`src/rtl/tr_pkg.sv`:
```
// Shared types and default constants for the tracking stepper ramp controller.
package tr_pkg;

    typedef enum logic [1:0] {
        ST_IDLE,
        ST_ACCEL,
        ST_RUN,
        ST_DECEL
    } tr_state_t;

    typedef enum logic [1:0] {
        BAND_STOP,
        BAND_SLOW,
        BAND_FAST
    } tr_band_t;

    localparam int TR_X_W       = 12;
    localparam int TR_N_W       = 17;
    localparam int TR_N_MAX     = 20000;
    localparam int TR_N_SLOW    = 5000;
    localparam int TR_N_FAST    = 500;
    localparam int TR_RAMP_STEP = 500;
    localparam int TR_PULSE_W   = 4;

endpackage

```
`src/rtl/tr_step_gen.sv`:
```
// Step period counter: counts 0..N-1 while running and emits a PULSE_W-wide step
// at the start of every period, plus a wrap strobe on the last cycle of the period.
module tr_step_gen #(
    parameter int N_W     = 17,
    parameter int PULSE_W = 4
) (
    input  logic           clk,
    input  logic           rst,
    input  logic           run,
    input  logic [N_W-1:0] N,
    output logic           drv_step,
    output logic           wrap
);

    logic [N_W-1:0] cnt;
    logic [N_W-1:0] cnt_last;

    assign cnt_last = N - N_W'(1);

    // Counter parks at 0 while stopped so a new run starts with a full pulse.
    always_ff @(posedge clk or posedge rst) begin
        if (rst) begin
            cnt <= '0;
        end else if (!run || cnt == cnt_last) begin
            cnt <= '0;
        end else begin
            cnt <= cnt + N_W'(1);
        end
    end

    assign wrap     = run && (cnt == cnt_last);
    assign drv_step = run && (cnt < N_W'(PULSE_W));

endmodule

```
`src/rtl/tr_track_ramp.sv`:
```
// Tracking stepper controller: registers the ADC error, classifies it into a speed band
// and ramps the step period between N_MAX and the band target, one change per period.
module tr_track_ramp
    import tr_pkg::*;
#(
    parameter int X_W       = TR_X_W,
    parameter int N_W       = TR_N_W,
    parameter int N_MAX     = TR_N_MAX,
    parameter int N_SLOW    = TR_N_SLOW,
    parameter int N_FAST    = TR_N_FAST,
    parameter int RAMP_STEP = TR_RAMP_STEP,
    parameter int PULSE_W   = TR_PULSE_W
) (
    input  logic           clk,
    input  logic           rst,
    input  logic           data_valid,
    input  logic           tr_mode_enable,
    input  logic [X_W-1:0] x,
    input  logic [X_W-1:0] x0,
    input  logic [X_W-1:0] dx1,
    input  logic [X_W-1:0] dx2,
    output logic           drv_step,
    output logic           drv_dir,
    output logic           drv_enable_SM,
    output logic [N_W-1:0] N
);

    localparam logic [N_W:0] NMAX_E  = (N_W+1)'(N_MAX);
    localparam logic [N_W:0] NSLOW_E = (N_W+1)'(N_SLOW);
    localparam logic [N_W:0] NFAST_E = (N_W+1)'(N_FAST);
    localparam logic [N_W:0] RAMP_E  = (N_W+1)'(RAMP_STEP);

    tr_state_t             state, state_next;
    tr_band_t              band;
    logic signed [X_W:0]   e_now, e_reg;
    logic [X_W-1:0]        abs_now, abs_reg;
    logic                  e_pos;
    logic                  want_stop;
    logic                  dir_q, dir_next;
    logic [N_W-1:0]        n_q, n_next;
    logic [N_W:0]          n_ext, target_e, n_dn, n_up, n_ramp;
    logic                  run, wrap;

    assign e_now   = $signed({1'b0, x}) - $signed({1'b0, x0});
    assign abs_now = e_now[X_W] ? X_W'(-e_now) : e_now[X_W-1:0];

    always_ff @(posedge clk or posedge rst) begin
        if (rst) begin
            e_reg   <= '0;
            abs_reg <= '0;
        end else if (data_valid) begin
            e_reg   <= e_now;
            abs_reg <= abs_now;
        end
    end

    always_comb begin
        band = BAND_STOP;
        if (tr_mode_enable && abs_reg > dx1) begin
            band = (abs_reg > dx2) ? BAND_FAST : BAND_SLOW;
        end
    end

    assign e_pos     = !e_reg[X_W] && (e_reg != '0);
    assign want_stop = (band == BAND_STOP) || (e_pos != dir_q);

    always_comb begin
        target_e = NMAX_E;
        if (!want_stop) begin
            target_e = (band == BAND_FAST) ? NFAST_E : NSLOW_E;
        end
    end

    // One ramp step toward the target, clamped so the target is never overshot.
    assign n_ext  = {1'b0, n_q};
    assign n_dn   = (n_ext > target_e + RAMP_E) ? n_ext - RAMP_E : target_e;
    assign n_up   = (n_ext + RAMP_E < target_e) ? n_ext + RAMP_E : target_e;
    assign n_ramp = (n_ext > target_e) ? n_dn : n_up;

    always_ff @(posedge clk or posedge rst) begin
        if (rst) begin
            state <= ST_IDLE;
            n_q   <= N_W'(N_MAX);
            dir_q <= 1'b0;
        end else begin
            state <= state_next;
            n_q   <= n_next;
            dir_q <= dir_next;
        end
    end

    // Outside IDLE every decision waits for a period wrap, so N never changes mid-period.
    always_comb begin
        state_next = state;
        n_next     = n_q;
        dir_next   = dir_q;
        case (state)
            ST_IDLE: begin
                n_next = N_W'(N_MAX);
                if (band != BAND_STOP) begin
                    dir_next   = e_pos;
                    state_next = ST_ACCEL;
                end
            end
            default: begin
                if (wrap) begin
                    if (want_stop && n_ext == NMAX_E) begin
                        state_next = ST_IDLE;
                    end else begin
                        n_next = n_ramp[N_W-1:0];
                        if (want_stop) begin
                            state_next = ST_DECEL;
                        end else if (n_ramp == target_e) begin
                            state_next = ST_RUN;
                        end else if (n_ramp > target_e) begin
                            state_next = ST_ACCEL;
                        end else begin
                            state_next = ST_DECEL;
                        end
                    end
                end
            end
        endcase
    end

    assign run           = (state != ST_IDLE);
    assign drv_enable_SM = run;
    assign drv_dir       = dir_q;
    assign N             = n_q;

    tr_step_gen #(
        .N_W     (N_W),
        .PULSE_W (PULSE_W)
    ) u_step_gen (
        .clk      (clk),
        .rst      (rst),
        .run      (run),
        .N        (n_q),
        .drv_step (drv_step),
        .wrap     (wrap)
    );

endmodule

```
`config.mk`:
```
export PLATFORM = sky130hd
export DESIGN_NAME = tr_track_ramp
export DESIGN_NICKNAME = d
export VERILOG_FILES = /design/src/rtl/tr_pkg.sv /design/src/rtl/tr_step_gen.sv /design/src/rtl/tr_track_ramp.sv
export SDC_FILE = /design/constraint.sdc
export NUM_CORES = 1
export LEC_CHECK = 0
export ABC_AREA = 1
export CELL_PAD_IN_SITES_DETAIL_PLACEMENT = 0
export CELL_PAD_IN_SITES_GLOBAL_PLACEMENT = 1
export CORE_UTILIZATION = 25
export CTS_CLUSTER_DIAMETER = 100
export DETAILED_ROUTE_END_ITERATION = 12
export GPL_TIMING_DRIVEN = 0
export PLACE_DENSITY = 0.58
export SLEW_MARGIN = 10
export SYNTH_ARGS = -nofsm -noshare
export SYNTH_HDL_FRONTEND = slang
export SYNTH_HIERARCHICAL = 1
export SYNTH_SLANG_ARGS = --single-unit
```
`constraint.sdc`:
```
create_clock -name clk -period 11.9 [get_ports clk]
set_input_delay 1.19 -clock clk [delete_from_list [all_inputs] [get_ports clk]]
set_output_delay 1.19 -clock clk [all_outputs]
set_load 0.05 [all_outputs]
```
## Word-level counts from Yosys, hierarchy flattened

Cells that the tools add are included.

| word-level totals | value |
|---|---|
| bits in registers | 62 |
| output and inout port bits | 20 |
| logic and storage cells | 64 |

| cells by class | value |
|---|---|
| add/sub/neg operators | 7 |
| order comparisons | 7 |
| equal/unequal tests | 7 |
| multiplexer cells | 19 |
| reductions and logical operators | 18 |

Operators with widths:

| operator | count |
|---|---|
| 17-bit two-way mux | 4 |
| 18-bit two-way mux | 3 |
| 17-bit by 18-bit > comparator with 1-bit output | 2 |
| 12-bit > comparator | 2 |
| 17-bit by 9-bit adder with 18-bit output (second input constant) | 1 |
| 18-bit by 9-bit adder with 18-bit output (second input constant) | 1 |
| 18-bit equality test | 1 |
| 18-bit > comparator | 1 |
| 18-bit < comparator | 1 |
| 2-bit two-way mux | 9 |
| 17-bit by 9-bit subtractor with 18-bit output (second input constant) | 1 |
| 17-bit by 1-bit adder with 17-bit output (second input constant) | 1 |
| 17-bit by 15-bit equality test with 1-bit output (second input constant) | 1 |
| 17-bit equality test | 1 |
| 17-bit by 3-bit < comparator with 1-bit output (second input constant) | 1 |
| 17-bit by 1-bit subtractor with 17-bit output (second input constant) | 1 |
| 15-bit two-way mux | 1 |
| 13-bit two-way mux | 1 |
| 13-bit nonzero test | 1 |
| 12-bit by 12-bit subtractor with 13-bit output | 1 |
| 12-bit two-way mux | 1 |
| 12-bit negator | 1 |
| 2-bit AND reduction | 3 |
| 2-bit nonzero test | 3 |
| 8 further kinds | 15 |

## Longest topological paths before layout

| depth | value |
|---|---|
| word-level depth | 17 |
| gate-level depth with buffers | 36 |
| mapped depth without buffers | 36 |

## Cells and area by module

Netlist, hierarchy kept.

By module, submodules not included:

| module | times used | cells each | area an instance (µm²) | sequential area each (µm²) |
|---|---|---|---|---|
| tr_track_ramp | 1 | 813 | 5566.6 | 1107.3 |
| tr_step_gen | 1 | 276 | 1739.2 | 425.4 |

## Least setup slack after synthesis

Ideal clock, no wire load.

| timing path | value |
|---|---|
| path kind | in2reg |
| start point | input dx1[11] |
| end point | register state[0] |
| arrival | 4877 ps |
| path slack | 6898 ps |
| cell stages on the path | 31 |
| path buffers | 1 |
| cell sequence | inv_1 -> ha_1 -> nand2_1 -> nor2_1 -> nand4_1 -> a21oi_1 -> nand3b_1 -> nand2_1 -> inv_2 -> nand2_4 -> inv_2 -> nand2_1 -> ha_1 -> nand4_1 -> nor2_1 -> nand3_1 -> nand3_1 -> nand2_2 -> inv_2 -> buf_2 -> o21ai_0 -> o21ai_1 -> inv_1 -> ha_1 -> nand2_1 -> nor4_1 -> nand2_1 -> nor2_2 -> nand3_2 -> nand2_1 -> a21boi_1 |

| between the ends | value |
|---|---|
| longest elaborated chain between the ends | 16 |
| elaborated cells on any way between the ends | 25 |
| those cells by class | add/sub (1); order compare (4); eq/ne (3); mux (11); reduce/logical (6) |

Ends and longest elaborated chain:

| element | RTL line | RTL |
|---|---|---|
| start: declaration | tr_track_ramp.sv:20 | `input logic [X_W-1:0] dx1,` |
| 12-bit > comparator (*) | tr_track_ramp.sv:59 | `if (tr_mode_enable && abs_reg > dx1) begin` |
| 1-bit logical AND (*) | tr_track_ramp.sv:59 |  |
| 2-bit two-way mux (*) | tr_track_ramp.sv:59 |  |
| 2-bit equality test / 2-bit logical NOT (equally long branches) | tr_track_ramp.sv:70, tr_track_ramp.sv:65 |  |
| 13-bit two-way mux / 1-bit logical OR (equally long branches) | tr_track_ramp.sv:70, tr_track_ramp.sv:65 |  |
| 15-bit two-way mux | tr_track_ramp.sv:69 | `if (!want_stop) begin` |
| 18-bit by 9-bit adder with 18-bit output | tr_track_ramp.sv:76 | `assign n_dn = (n_ext > target_e + RAMP_E) ? n_ext - RAMP_E : target_e;` |
| 17-bit by 18-bit > comparator with 1-bit output | tr_track_ramp.sv:76 |  |
| 18-bit two-way mux | tr_track_ramp.sv:76 |  |
| 18-bit two-way mux | tr_track_ramp.sv:78 | `assign n_ramp = (n_ext > target_e) ? n_dn : n_up;` |
| 18-bit equality test | tr_track_ramp.sv:113 | `end else if (n_ramp == target_e) begin` |
| 2-bit two-way mux | tr_track_ramp.sv:113 |  |
| 2-bit two-way mux | tr_track_ramp.sv:111 | `if (want_stop) begin` |
| 2-bit two-way mux | tr_track_ramp.sv:107 | `if (want_stop && n_ext == NMAX_E) begin` |
| 2-bit two-way mux | tr_track_ramp.sv:106 | `if (wrap) begin` |
| 2-bit two-way mux | tr_track_ramp.sv:97 | `case (state)` |
| end signal: assignment | tr_track_ramp.sv:86 | `state <= state_next;` |
| end: declaration | tr_track_ramp.sv:33 | `tr_state_t state, state_next;` |

Every way passes the cells marked *; elsewhere a longest branch is shown, timed or not. The select of a mux whose other input is x is not followed.
A chain may end at the register's enable or synchronous reset.

## Final worst setup path

Ends and elaborated chain as after synthesis.

==> implementation parameters <==
Parameter                              Value

GRT
  Pin count of the biggest net entering global routing ... 31
  Overall overflow remaining after global route ... 0
  Via count of the first global-routing pass ... 7116
  Antenna violations before repair ... 0
  Total routing resource utilization after global routing ... 16.6%
  Wire length of the first global-routing pass ... 38.8 mm

Clocking
  CTS Buf Count ... 9
  Maximum number of buffers from clock root to sink ... 2
  Number of levels in the clock H-tree ... 3
  Post-cts hold buffer count ... 0
  Clock latency on the worst-skew pair ... 0.35 ns
  Post-CTS Resized ... 0
  Root cell of the clock tree ... sky130_fd_sc_hd__clkbuf_16
  Setup fix buffers added after clock tree synthesis ... 0
  Clock net sink count ... 61
  Clock tree from TritonCTS ... done
  Clock slew seen by the registers of the worst setup and hold paths ... 0.06 ns

STA
  RSZ-0062 raised after global routing ... false
  Post-layout minimum cycle time ... 6.54 ns
  Worst hold slack ... 0.491 ns
  Tightest Pin Transition ... 0.865 ns
  Setup TNS ... 0 ns
  Max frequency ... 153 MHz
  Setup violation total in the final timing report ... 0
  Tightest slew margin relative to the limit ... 41.9%
  Part of the cycle the worst path needs ... 55.0%
  Post-route clock skew ... 0.00889 ns
  Final hold vios ... 0
  Max Transition Viols Final ... 0

Route
  Remaining antenna violation count after routing ... 0
  Via count ... 7037
  # DRC ... 0
  Average vias per placed instance ... 4.51
  Routed wire per std cell ... 15.3 um
  Routed Wire Length ... 23.9 mm
  Detailed Route Iter0 Violations ... 401
  Number of detailed-route iterations in the first pass ... 5

Setup path
  Data arrival time at the worst-slack endpoint ... 6.77 ns
  Launch point of the worst reg-to-reg path ... abs_reg[11]
  R2R cell count ... 30
  Critical path capture point type ... flop
  Kind of start point of the critical path ... primary input
  CP max stage cell ... sky130_fd_sc_hd__clkdlybuf4s50_1
  Terminus of the critical flop-to-flop path ... state[0]
  Classification of the worst setup path ... primary input to flop
  Largest driver fanout on the critical path ... 16
  Required time worst endpoint ... 12.13 ns
  Most frequent cell on the critical path ... sky130_fd_sc_hd__nand2_1
  Internal reg-to-reg setup slack ... 6.25 ns
  CP max stage delay ... 0.46 ns

Power and ir drop
  Power Density ... 94.4 nW/um2
  Leakage power of the design ... 4.37 nW
  Peak supply drop ... 0.0584 mV

Finish
  Fin nets ... 1315
  Layout overhead on the synthesized area ... 20.4%
  Antenna diode count ... 0
  Fill count ... 3205
  Finished layout cell area ... 8800 um2
  Share of cells above drive strength 1 ... 10.6%
  Final core area utilization ... 30.7%

Synth
  Synthesized cell area ... 7310 um2
  Predominant post-synthesis flop cell ... sky130_fd_sc_hd__dfrtp_1
  Top area cells in the synthesized netlist ... sky130_fd_sc_hd__dfrtp_1, sky130_fd_sc_hd__ha_1, sky130_fd_sc_hd__nand2_1, sky130_fd_sc_hd__inv_1, sky130_fd_sc_hd__xor2_1
  Number of flip-flops and latches in the synthesized netlist ... 61
  Distinct cells, synth ... 53
  Yosys warnings ... 6
  Proportion of synthesized chip area in sequential cells ... 21.0%
  Proportion of netlist area held by the largest area contributor ... 19.2%
  Synthesized instance count ... 1089
  Cell type with the highest aggregate area in the netlist ... sky130_fd_sc_hd__dfrtp_1
  Asr flop ratio synth ... 100%
  Number of enable flip-flop cells after synthesis ... 0
  Syn_area_per_cell ... 6.71 um2

Floorplanning
  Initial standard-cell utilization of the core ... 25.5%
  Die width ... 173 um
  Die footprint ... 29900 um2
  Ports ... 72
  Total number of placement rows ... 62
  Core area ... 28700 um2
  Die span in y ... 173 um

Place
  Placed inst area ... 8510 um2
  Placed wire-length estimate ... 19.6 mm
  RePlAce Congestion ... 0.817
  Count of input and output buffers ... 70

Min path
  Min-Delay Endpoint ... e_reg[2]
  Worst Hold Class ... flop to flop
  Startpoint of the worst hold path ... e_reg[2]
  Hold Crit Depth ... 2

Job
  Max cap viols ... 0

Outcome
  Outcome ... completed
cell usage after synthesis (2+ instances only):
master and count:
sky130_fd_sc_hd__xnor2_1 8, sky130_fd_sc_hd__nor2_2 24, sky130_fd_sc_hd__nand2_4 3, sky130_fd_sc_hd__ha_1 90
sky130_fd_sc_hd__buf_4 3, sky130_fd_sc_hd__xor2_1 42, sky130_fd_sc_hd__o21bai_1 2, sky130_fd_sc_hd__nor3_2 3
sky130_fd_sc_hd__o21ai_2 6, sky130_fd_sc_hd__buf_6 2, sky130_fd_sc_hd__o21ai_0 43, sky130_fd_sc_hd__nand4_1 22
sky130_fd_sc_hd__a22oi_2 3, sky130_fd_sc_hd__inv_1 147, sky130_fd_sc_hd__or2_2 4, sky130_fd_sc_hd__o22ai_1 6
sky130_fd_sc_hd__and2_1 4, sky130_fd_sc_hd__dfrtp_1 56, sky130_fd_sc_hd__dfstp_2 5, sky130_fd_sc_hd__inv_2 14
sky130_fd_sc_hd__nor2_4 4, sky130_fd_sc_hd__a21o_1 3, sky130_fd_sc_hd__nand3_1 69, sky130_fd_sc_hd__nand3b_1 9
sky130_fd_sc_hd__nand2_2 13, sky130_fd_sc_hd__o21a_1 3, sky130_fd_sc_hd__o21ai_1 22, sky130_fd_sc_hd__nor3_1 11
sky130_fd_sc_hd__o211ai_1 5, sky130_fd_sc_hd__clkbuf_1 5, sky130_fd_sc_hd__nor2_1 96, sky130_fd_sc_hd__buf_2 7
sky130_fd_sc_hd__nand3_2 4, sky130_fd_sc_hd__a21oi_2 6, sky130_fd_sc_hd__buf_12 2, sky130_fd_sc_hd__nor4_1 12
sky130_fd_sc_hd__a21oi_1 54, sky130_fd_sc_hd__nand2_1 262
kinds of logic after synthesis:
kind of cell | Yosys count | synth area share (%)
buffers and inverters | 183 | 10.3
and+or+nand+nor | 544 | 34.1
AOI/OAI and AO/OA | 158 | 12.6
adders and majority gates | 91 | 15.7
DFF | 61 | 21.0
xor gates and xnor gates | 51 | 6.22
other | 1 | 0.0513
where the power goes:
| group | switching [mW] | internal (mW) | leakage [nW] | total [mW] |
|---|---|---|---|---|
| logic | 0.197 | 0.131 | 3.47 | 0.328 |
| clock network | 0.118 | 0.146 | 0.139 | 0.264 |
| registers | 0.0143 | 0.224 | 0.765 | 0.238 |
| total | 0.330 | 0.501 | 4.37 | 0.831 |
area by class of cell:
type,instances,area (um2),area share [%]
Inverter,162,608,6.91
Buffer,21,148,1.68
Tap cell,384,480,5.46
Timing Repair Buffer,71,721,8.19
Clock buffer,9,225,2.56
Multi-Input combinational cell,846,5020,57.1
Clock inverter,7,62.6,0.711
Sequential cell,61,1530,17.4
placed cells by master (no fill, tap or decap), types with 7 or more instances in the layout:
cell                              instances
sky130_fd_sc_hd__nand2_1                262
sky130_fd_sc_hd__inv_1                  146
sky130_fd_sc_hd__nor2_1                  96
sky130_fd_sc_hd__ha_1                    90
sky130_fd_sc_hd__clkdlybuf4s50_1         70
sky130_fd_sc_hd__nand3_1                 69
sky130_fd_sc_hd__dfrtp_1                 56
sky130_fd_sc_hd__a21oi_1                 54
sky130_fd_sc_hd__o21ai_0                 43
sky130_fd_sc_hd__xor2_1                  42
sky130_fd_sc_hd__nor2_2                  24
sky130_fd_sc_hd__o21ai_1                 22
sky130_fd_sc_hd__nand4_1                 22
sky130_fd_sc_hd__inv_2                   15
sky130_fd_sc_hd__nand2_2                 13
sky130_fd_sc_hd__nor4_1                  12
sky130_fd_sc_hd__nor3_1                  11
sky130_fd_sc_hd__nand3b_1                 9
sky130_fd_sc_hd__clkbuf_16                9
sky130_fd_sc_hd__xnor2_1                  8
sky130_fd_sc_hd__buf_2                    7
worst max path at each step:
stage | startpoint | end | slack, ns | depth (start not counted)
after floorplan | dx1[11] | state[0] | 6.90 | 31
after global placement | dx1[11] | state[0] | 4.92 | 32
after detailed placement | dx1[11] | state[0] | 4.93 | 32
after CTS | dx1[11] | state[0] | 5.29 | 32
after global routing | dx1[11] | state[0] | 4.79 | 32
final | dx1[11] | state[0] | 5.36 | 32
worst max-delay path, delay by kind of cell:
family                   cells  cell delay, ns
AND/OR/NAND/NOR             18            2.60
buffers and inverters        7            1.41
adder cells (fa/ha/maj)      3            0.97
AO/OA/AOI/OAI                4            0.58
per-layer routing:
| metal | up-vias | global-route usage [%] | share of wire, % |
|---|---|---|---|
| met1 | 3190 | 22.6 | 49 |
| met5 | - | 0 | 0 |
| li1 | 3730 | - | - |
| met3 | 21 | 1.87 | 3.0 |
| met2 | 96 | 27.9 | 47 |
| met4 | 0 | 4.20 | 1.6 |
through the flow:
| stage | worst slack (ns) | total power, mW | instances |
|---|---|---|---|
| final | 5.36 | 0.831 | 1561 |
| after global routing | 4.79 | 0.904 | 1561 |
| after CTS | 5.29 | 0.846 | 1561 |
| after detailed placement | 4.93 | 0.575 | 1545 |
| after global placement | 4.92 | 0.571 | 1544 |
| after floorplan | 6.90 | 0.478 | 1090 |
(Power assumes the default switching activity.)
